--- src/rtl/checkpoint_ctrl_pkg.sv ---
// Shared definitions for the rename checkpoint controller.
//   CHECKPOINT_COUNT        number of checkpoint slots (power of 2)
//   CHECKPOINT_INDEX_WIDTH  slot index width
//   CHECKPOINT_THRESHOLD    free-slot level at or above which allocation is "plentiful"
//   checkpoint_ctrl_state_t restore sequencer states
package checkpoint_ctrl_pkg;

    localparam int CHECKPOINT_COUNT       = 8;
    localparam int CHECKPOINT_INDEX_WIDTH = $clog2(CHECKPOINT_COUNT);
    localparam int CHECKPOINT_THRESHOLD   = 3;

    typedef enum logic [1:0] {
        CKPT_IDLE          = 2'd0,
        CKPT_RESTORE_READ  = 2'd1,
        CKPT_RESTORE_APPLY = 2'd2
    } checkpoint_ctrl_state_t;

endpackage

--- src/rtl/checkpoint_ctrl.sv ---
// In-order allocation / commit / restore sequencer for the rename checkpoint array.
//
// state              | meaning
// -------------------+-----------------------------------------------------------
// CKPT_IDLE          | normal operation, allocation allowed
// CKPT_RESTORE_READ  | reading the mispredicting branch's slot from the array
// CKPT_RESTORE_APPLY | array read data valid, map table / free list load it
//
// Ports:
//   CLK, RST                      clock, synchronous active-high reset
//   alloc_valid/ready/index       rename slot request / grant (grant is combinational)
//   alloc_plentiful, free_count   free-slot status
//   commit_valid/index            ROB frees the oldest slot
//   restore_valid/index           mispredict on a checkpointed branch
//   flush_valid                   full pipeline flush
//   array_wr_en/index             snapshot write strobe (the alloc handshake)
//   array_rd_en/index             restore read strobe
//   restore_apply_valid           read data valid for the restore consumers
//   restore_busy                  restore sequence in progress
//   protocol_error                registered pulse on an illegal commit or restore
module checkpoint_ctrl
    import checkpoint_ctrl_pkg::*;
#(
    parameter int CHECKPOINT_COUNT       = checkpoint_ctrl_pkg::CHECKPOINT_COUNT,
    parameter int CHECKPOINT_INDEX_WIDTH = $clog2(CHECKPOINT_COUNT),
    parameter int CHECKPOINT_THRESHOLD   = checkpoint_ctrl_pkg::CHECKPOINT_THRESHOLD
) (
    input  logic                              CLK,
    input  logic                              RST,
    input  logic                              alloc_valid,
    output logic                              alloc_ready,
    output logic [CHECKPOINT_INDEX_WIDTH-1:0] alloc_index,
    output logic                              alloc_plentiful,
    output logic [CHECKPOINT_INDEX_WIDTH:0]   free_count,
    input  logic                              commit_valid,
    input  logic [CHECKPOINT_INDEX_WIDTH-1:0] commit_index,
    input  logic                              restore_valid,
    input  logic [CHECKPOINT_INDEX_WIDTH-1:0] restore_index,
    input  logic                              flush_valid,
    output logic                              array_wr_en,
    output logic [CHECKPOINT_INDEX_WIDTH-1:0] array_wr_index,
    output logic                              array_rd_en,
    output logic [CHECKPOINT_INDEX_WIDTH-1:0] array_rd_index,
    output logic                              restore_apply_valid,
    output logic                              restore_busy,
    output logic                              protocol_error
);

    localparam int CIW = CHECKPOINT_INDEX_WIDTH;
    localparam int PW  = CIW + 1;

    localparam logic [PW-1:0] COUNT_P     = PW'(CHECKPOINT_COUNT);
    localparam logic [PW-1:0] THRESHOLD_P = PW'(CHECKPOINT_THRESHOLD);

    // Pointers carry a wrap bit above the slot index so full and empty differ.
    logic [PW-1:0]          head_q;
    logic [PW-1:0]          tail_q;
    logic [CIW-1:0]         rd_index_q;
    logic                   error_q;
    checkpoint_ctrl_state_t state_q;

    logic [PW-1:0]  count;
    logic           full;
    logic           alloc_fire;
    logic           commit_ok;
    logic [CIW-1:0] restore_offset;
    logic           restore_ok;
    logic [PW-1:0]  head_d;
    logic [PW-1:0]  tail_d;

    assign count      = tail_q - head_q;
    assign full       = (count == COUNT_P);
    assign free_count = COUNT_P - count;

    assign alloc_ready     = !full && (state_q == CKPT_IDLE) && !restore_valid && !flush_valid;
    assign alloc_fire      = alloc_valid && alloc_ready;
    assign alloc_index     = tail_q[CIW-1:0];
    assign alloc_plentiful = (free_count >= THRESHOLD_P);

    assign commit_ok = commit_valid && (count != '0) && (commit_index == head_q[CIW-1:0]);

    // Age of the restored slot relative to the oldest live slot; the legality
    // check uses the pre-commit count even if a commit lands in the same cycle.
    assign restore_offset = restore_index - head_q[CIW-1:0];
    assign restore_ok     = restore_valid && ({1'b0, restore_offset} < count);

    assign head_d = head_q + PW'(commit_ok);
    // Keep the restored slot, drop everything younger.
    assign tail_d = restore_ok ? (head_q + {1'b0, restore_offset} + PW'(1))
                               : (tail_q + PW'(alloc_fire));

    always_ff @(posedge CLK) begin
        if (RST) begin
            head_q     <= '0;
            tail_q     <= '0;
            rd_index_q <= '0;
            error_q    <= 1'b0;
            state_q    <= CKPT_IDLE;
        end else if (flush_valid) begin
            head_q     <= '0;
            tail_q     <= '0;
            error_q    <= 1'b0;
            state_q    <= CKPT_IDLE;
        end else begin
            head_q  <= head_d;
            tail_q  <= tail_d;
            error_q <= (commit_valid && !commit_ok) || (restore_valid && !restore_ok);
            if (restore_ok) begin
                // A newer (older-branch) mispredict retargets from any state.
                rd_index_q <= restore_index;
                state_q    <= CKPT_RESTORE_READ;
            end else begin
                case (state_q)
                    CKPT_RESTORE_READ:  state_q <= CKPT_RESTORE_APPLY;
                    CKPT_RESTORE_APPLY: state_q <= CKPT_IDLE;
                    default:            state_q <= CKPT_IDLE;
                endcase
            end
        end
    end

    assign array_wr_en         = alloc_fire;
    assign array_wr_index      = tail_q[CIW-1:0];
    assign array_rd_en         = (state_q == CKPT_RESTORE_READ);
    assign array_rd_index      = rd_index_q;
    assign restore_apply_valid = (state_q == CKPT_RESTORE_APPLY);
    assign restore_busy        = (state_q != CKPT_IDLE);
    assign protocol_error      = error_q;

endmodule

--- config.mk ---
export PLATFORM = sky130hd
export DESIGN_NAME = checkpoint_ctrl
export DESIGN_NICKNAME = d
export VERILOG_FILES = /design/src/rtl/checkpoint_ctrl_pkg.sv /design/src/rtl/checkpoint_ctrl.sv
export SDC_FILE = /design/constraint.sdc
export NUM_CORES = 1
export LEC_CHECK = 0
export BUFFER_PORTS_ARGS = -buffer_cell sky130_fd_sc_hd__buf_2
export CORE_MARGIN = 5
export CORE_UTILIZATION = 55
export DETAILED_ROUTE_END_ITERATION = 6
export PLACE_DENSITY = 0.84
export SYNTH_ARGS = -nofsm -noshare
export SYNTH_HDL_FRONTEND = slang
export SYNTH_SLANG_ARGS = --single-unit
--- constraint.sdc ---
create_clock -name CLK -period 5.8 [get_ports CLK]
set_clock_uncertainty 0.05 [all_clocks]
set_input_delay 1.16 -clock CLK [delete_from_list [all_inputs] [get_ports CLK]]
set_output_delay 1.16 -clock CLK [all_outputs]
set_load 0.005 [all_outputs]
==> key figures <==
Placed design
  • DP HPWL: 1860 um
  • Count of placed standard cells including taps: 169
  • Number of I/O port buffers: 31
  • Routability Congestion: 0.784

Finish
  • Final non-filler cell total: 172
  • Fill count: 171
  • Final core utilization: 64.9%
  • Antenna cell count: 0
  • Relative area change from synthesis to final layout: 13.6%
  • Number of nets in the final layout: 177
  • Layout cells sized above 1: 27.6%

Timing
  • Unrepaired setup endpoints after global routing: no
  • Worst-Margin Slew: 0.740 ns
  • Period minus WS final: 3.73 ns
  • Final Slew Violations: 0
  • Share of the clock period used by the worst path: 64.2%
  • Final Setup Violations: 0
  • Max Clk Rate: 268 MHz
  • Max-Slew Margin vs Limit: 50.4%
  • Setup tns final: 0 ns
  • Final count of hold timing violations: 0

Clock network
  • Largest buffer count on any clock path: 2
  • Clock latency on the worst-skew pair: 0.28 ns
  • Cts bufs inserted: 3
  • Level count of the clock H-tree: 1
  • Total clock sinks: 14
  • Clk slew on worst S/H paths: 0.08 ns
  • Resized cells post-CTS: 0
  • Clock tree root buffer cell: clkbuf_4
  • CTS hold repair buffers: 0
  • Clock tree from TritonCTS: yes
  • Buffers inserted during post-CTS setup optimization: 0

Drt
  • Routed length on met2: 1030 um
  • Mean number of vias per cell: 5.24
  • Final Routed Wirelength: 2180 um
  • Routed vias: 902
  • Highest routed layer: met4
  • DRC violations left: 0
  • Number of DRC markers in iteration 0: 17
  • Met1 wire length: 971 um
  • Pre-Repair DR Iteration Count: 5
  • Avg WL per Cell: 12.7 um
  • Number of nets with antenna violations after routing: 0
  • Detailed-routed wire length on met3: 141 um

GRT
  • Vias in the first global route: 867
  • Overall Global Routing Usage: 17.6%
  • Global-route wire length before repair: 3730 um
  • Maximum number of pins on one net before global-route repair: 12
  • Total gr overflow: 0
  • Initial antenna violation count: 0

Floorplan
  • Initial standard-cell utilization of the core: 57.2%
  • X dimension of the die: 54.9 um
  • Die area: 3020 um2
  • Core area: 1940 um2
  • Number of placement rows: 16
  • Die height: 54.9 um
  • Number of I/O pins: 32

Worst setup path
  • Max FO, Critical Path: 5
  • WP data arrival: 2.52 ns
  • Worst setup path start: tail_q[0]$_SDFF_PP0_
  • Data required time of the critical path: 4.59 ns
  • Reg2reg setup slack: 2.69 ns
  • Reg2reg path depth: 10
  • Worst flop-to-flop path startpoint: head_q[1]$_SDFF_PP0_
  • CP startpoint kind: register
  • Setup crit end kind: output port
  • Reg2Reg Capture Point: array_rd_index[1]$_SDFFE_PP0P_
  • Crit Path Category: reg2out
  • Endpoint of the most critical setup path: alloc_plentiful

Synth
  • Number of flip-flops and latches in the synthesized netlist: 14
  • Synthesis warning total: 0
  • Cell area after synthesis: 1110 um2
  • Post-synth net total: 150
  • Mean instance size in the synthesized netlist: 9.25 um2
  • Gate Count Post-Synth: 120
  • Number of unique standard cell types used by synthesis: 32
  • Proportion of synthesized chip area in sequential cells: 25.3%

Power
  • Leakage power: 0.000602 uW
  • Power Dens Cells: 166 nW/um2
  • Maximum ir drop on the vdd rail: 122 uV

Worst hold path
  • Instance count along the most critical hold path: 2
  • Classification of the worst-slack hold path: reg2reg

Status
  • Outcome: complete, no violations

Job
  • Max Cap Viol: 0
==> metrics by stage <==
stage	worst slack, ns	hold WS, ns	instance area (um2)	total power (uW)
floorplan	2.54	0.414	1110	140
global placement	2.02	0.407	1240	155
detailed placement	1.93	0.411	1240	157
CTS	2.07	0.424	1260	211
global route	1.93	0.440	1260	222
finish	2.07	0.421	1260	209
==> where the power goes <==
part | internal [uW] | switching [uW] | total (uW) | leakage, uW
sequential | 98.9 | 2.19 | 101 | 0.000113
combinational | 25.8 | 27.6 | 53.4 | 0.000474
clock | 24.2 | 30.3 | 54.4 | 0.0000138
total | 149 | 60.0 | 209 | 0.000602
==> routing by layer <==
metal | vias to the layer above | GRT usage (%)
met1 | 416 | 20.8
met4 | 0 | 8.91
li1 | 453 | -
met3 | 5 | 3.49
met5 | - | 0
met2 | 28 | 29.9
==> worst min path at each step <==
| stage | from | to |
|---|---|---|
| finish | array_rd_index[2]$_SDFFE_PP0P_ | array_rd_index[2]$_SDFFE_PP0P_ |
| global route | array_rd_index[2]$_SDFFE_PP0P_ | array_rd_index[2]$_SDFFE_PP0P_ |
| global placement | array_rd_index[0]$_SDFFE_PP0P_ | array_rd_index[0]$_SDFFE_PP0P_ |
| CTS | array_rd_index[2]$_SDFFE_PP0P_ | array_rd_index[2]$_SDFFE_PP0P_ |
| floorplan | array_rd_index[0]$_SDFFE_PP0P_ | array_rd_index[0]$_SDFFE_PP0P_ |
| detailed placement | array_rd_index[2]$_SDFFE_PP0P_ | array_rd_index[2]$_SDFFE_PP0P_ |
==> cell families (layout without fill, tap and decap cells) <==
group                      Yosys count  count (layout)  synth area share [%]
buffers and inverters               19              44                  8.79
and+or+nand+nor                     37              37                  18.8
muxes                                3               3                  2.71
adders and majority gates           18              18                  22.3
DFF                                 14              14                  25.3
AOI/OAI and AO/OA                   13              13                  9.47
xor gates and xnor gates            16              16                  12.6
==> cells in the final DEF, fill, tap and decap left out, types with 2 or more instances in the layout <==
cell type,instances
buf_2,31
ha_1,15
dfxtp_1,14
inv_1,10
xnor2_1,9
nor2_1,7
xor2_1,7
nand3_1,6
nand2b_1,6
and2_1,3
nor2b_1,3
mux2i_1,3
o31ai_1,3
fa_1,3
clkbuf_4,3
a21oi_1,2
or2_2,2
nand2_1,2
o21a_1,2
or3_1,2
==> critical path: stages (launching register included) <==
cell and delay, ns:
dfxtp_1 0.38, inv_1 0.06, ha_1 0.23, fa_1 0.39, xor2_1 0.39, nand3_1 0.15
xor2_1 0.17, or3_1 0.34, buf_2 0.13
==> cells in the mapped netlist (all sizes together) <==
library cell	n	share of area, %
nor4b	1	0.79
ha	15	17
nand3	6	2.7
mux2i	3	2.7
nand2	2	0.68
o21a	2	1.4
clkbuf	2	0.68
a31oi	1	0.56
nor3	1	0.45
and3	2	1.6
nor2b	3	1.7
nand4	1	0.56
nand2b	6	3.4
fa	3	5.4
or2	2	1.1
a221oi	1	0.79
xor2	7	5.5
and2	3	1.7
nand3b	1	0.68
a211oi	1	1.1
or3	2	1.1
buf	7	4.7
inv	10	3.4
o2bb2ai	1	0.79
dfxtp	14	25
o31ai	4	3.2
nor2	7	2.4
xnor2	9	7.1
a21oi	3	1.7
==> state kept, by name (all words and copies together), names as in the netlist <==
name / cells
head_q: 4
state_q: 2
tail_q: 4
protocol_error: 1
array_rd_index: 3
==> final cells by class <==
cell class | instances | area [um2] | area share (%)
multi-input cells | 87 | 732 | 58.0
flip-flops and latches | 14 | 280 | 22.2
repair buffers | 31 | 155 | 12.3
inverters | 10 | 37.5 | 2.98
well taps | 27 | 33.8 | 2.68
clock buffers | 3 | 22.5 | 1.79
(Power assumes the default switching activity.)
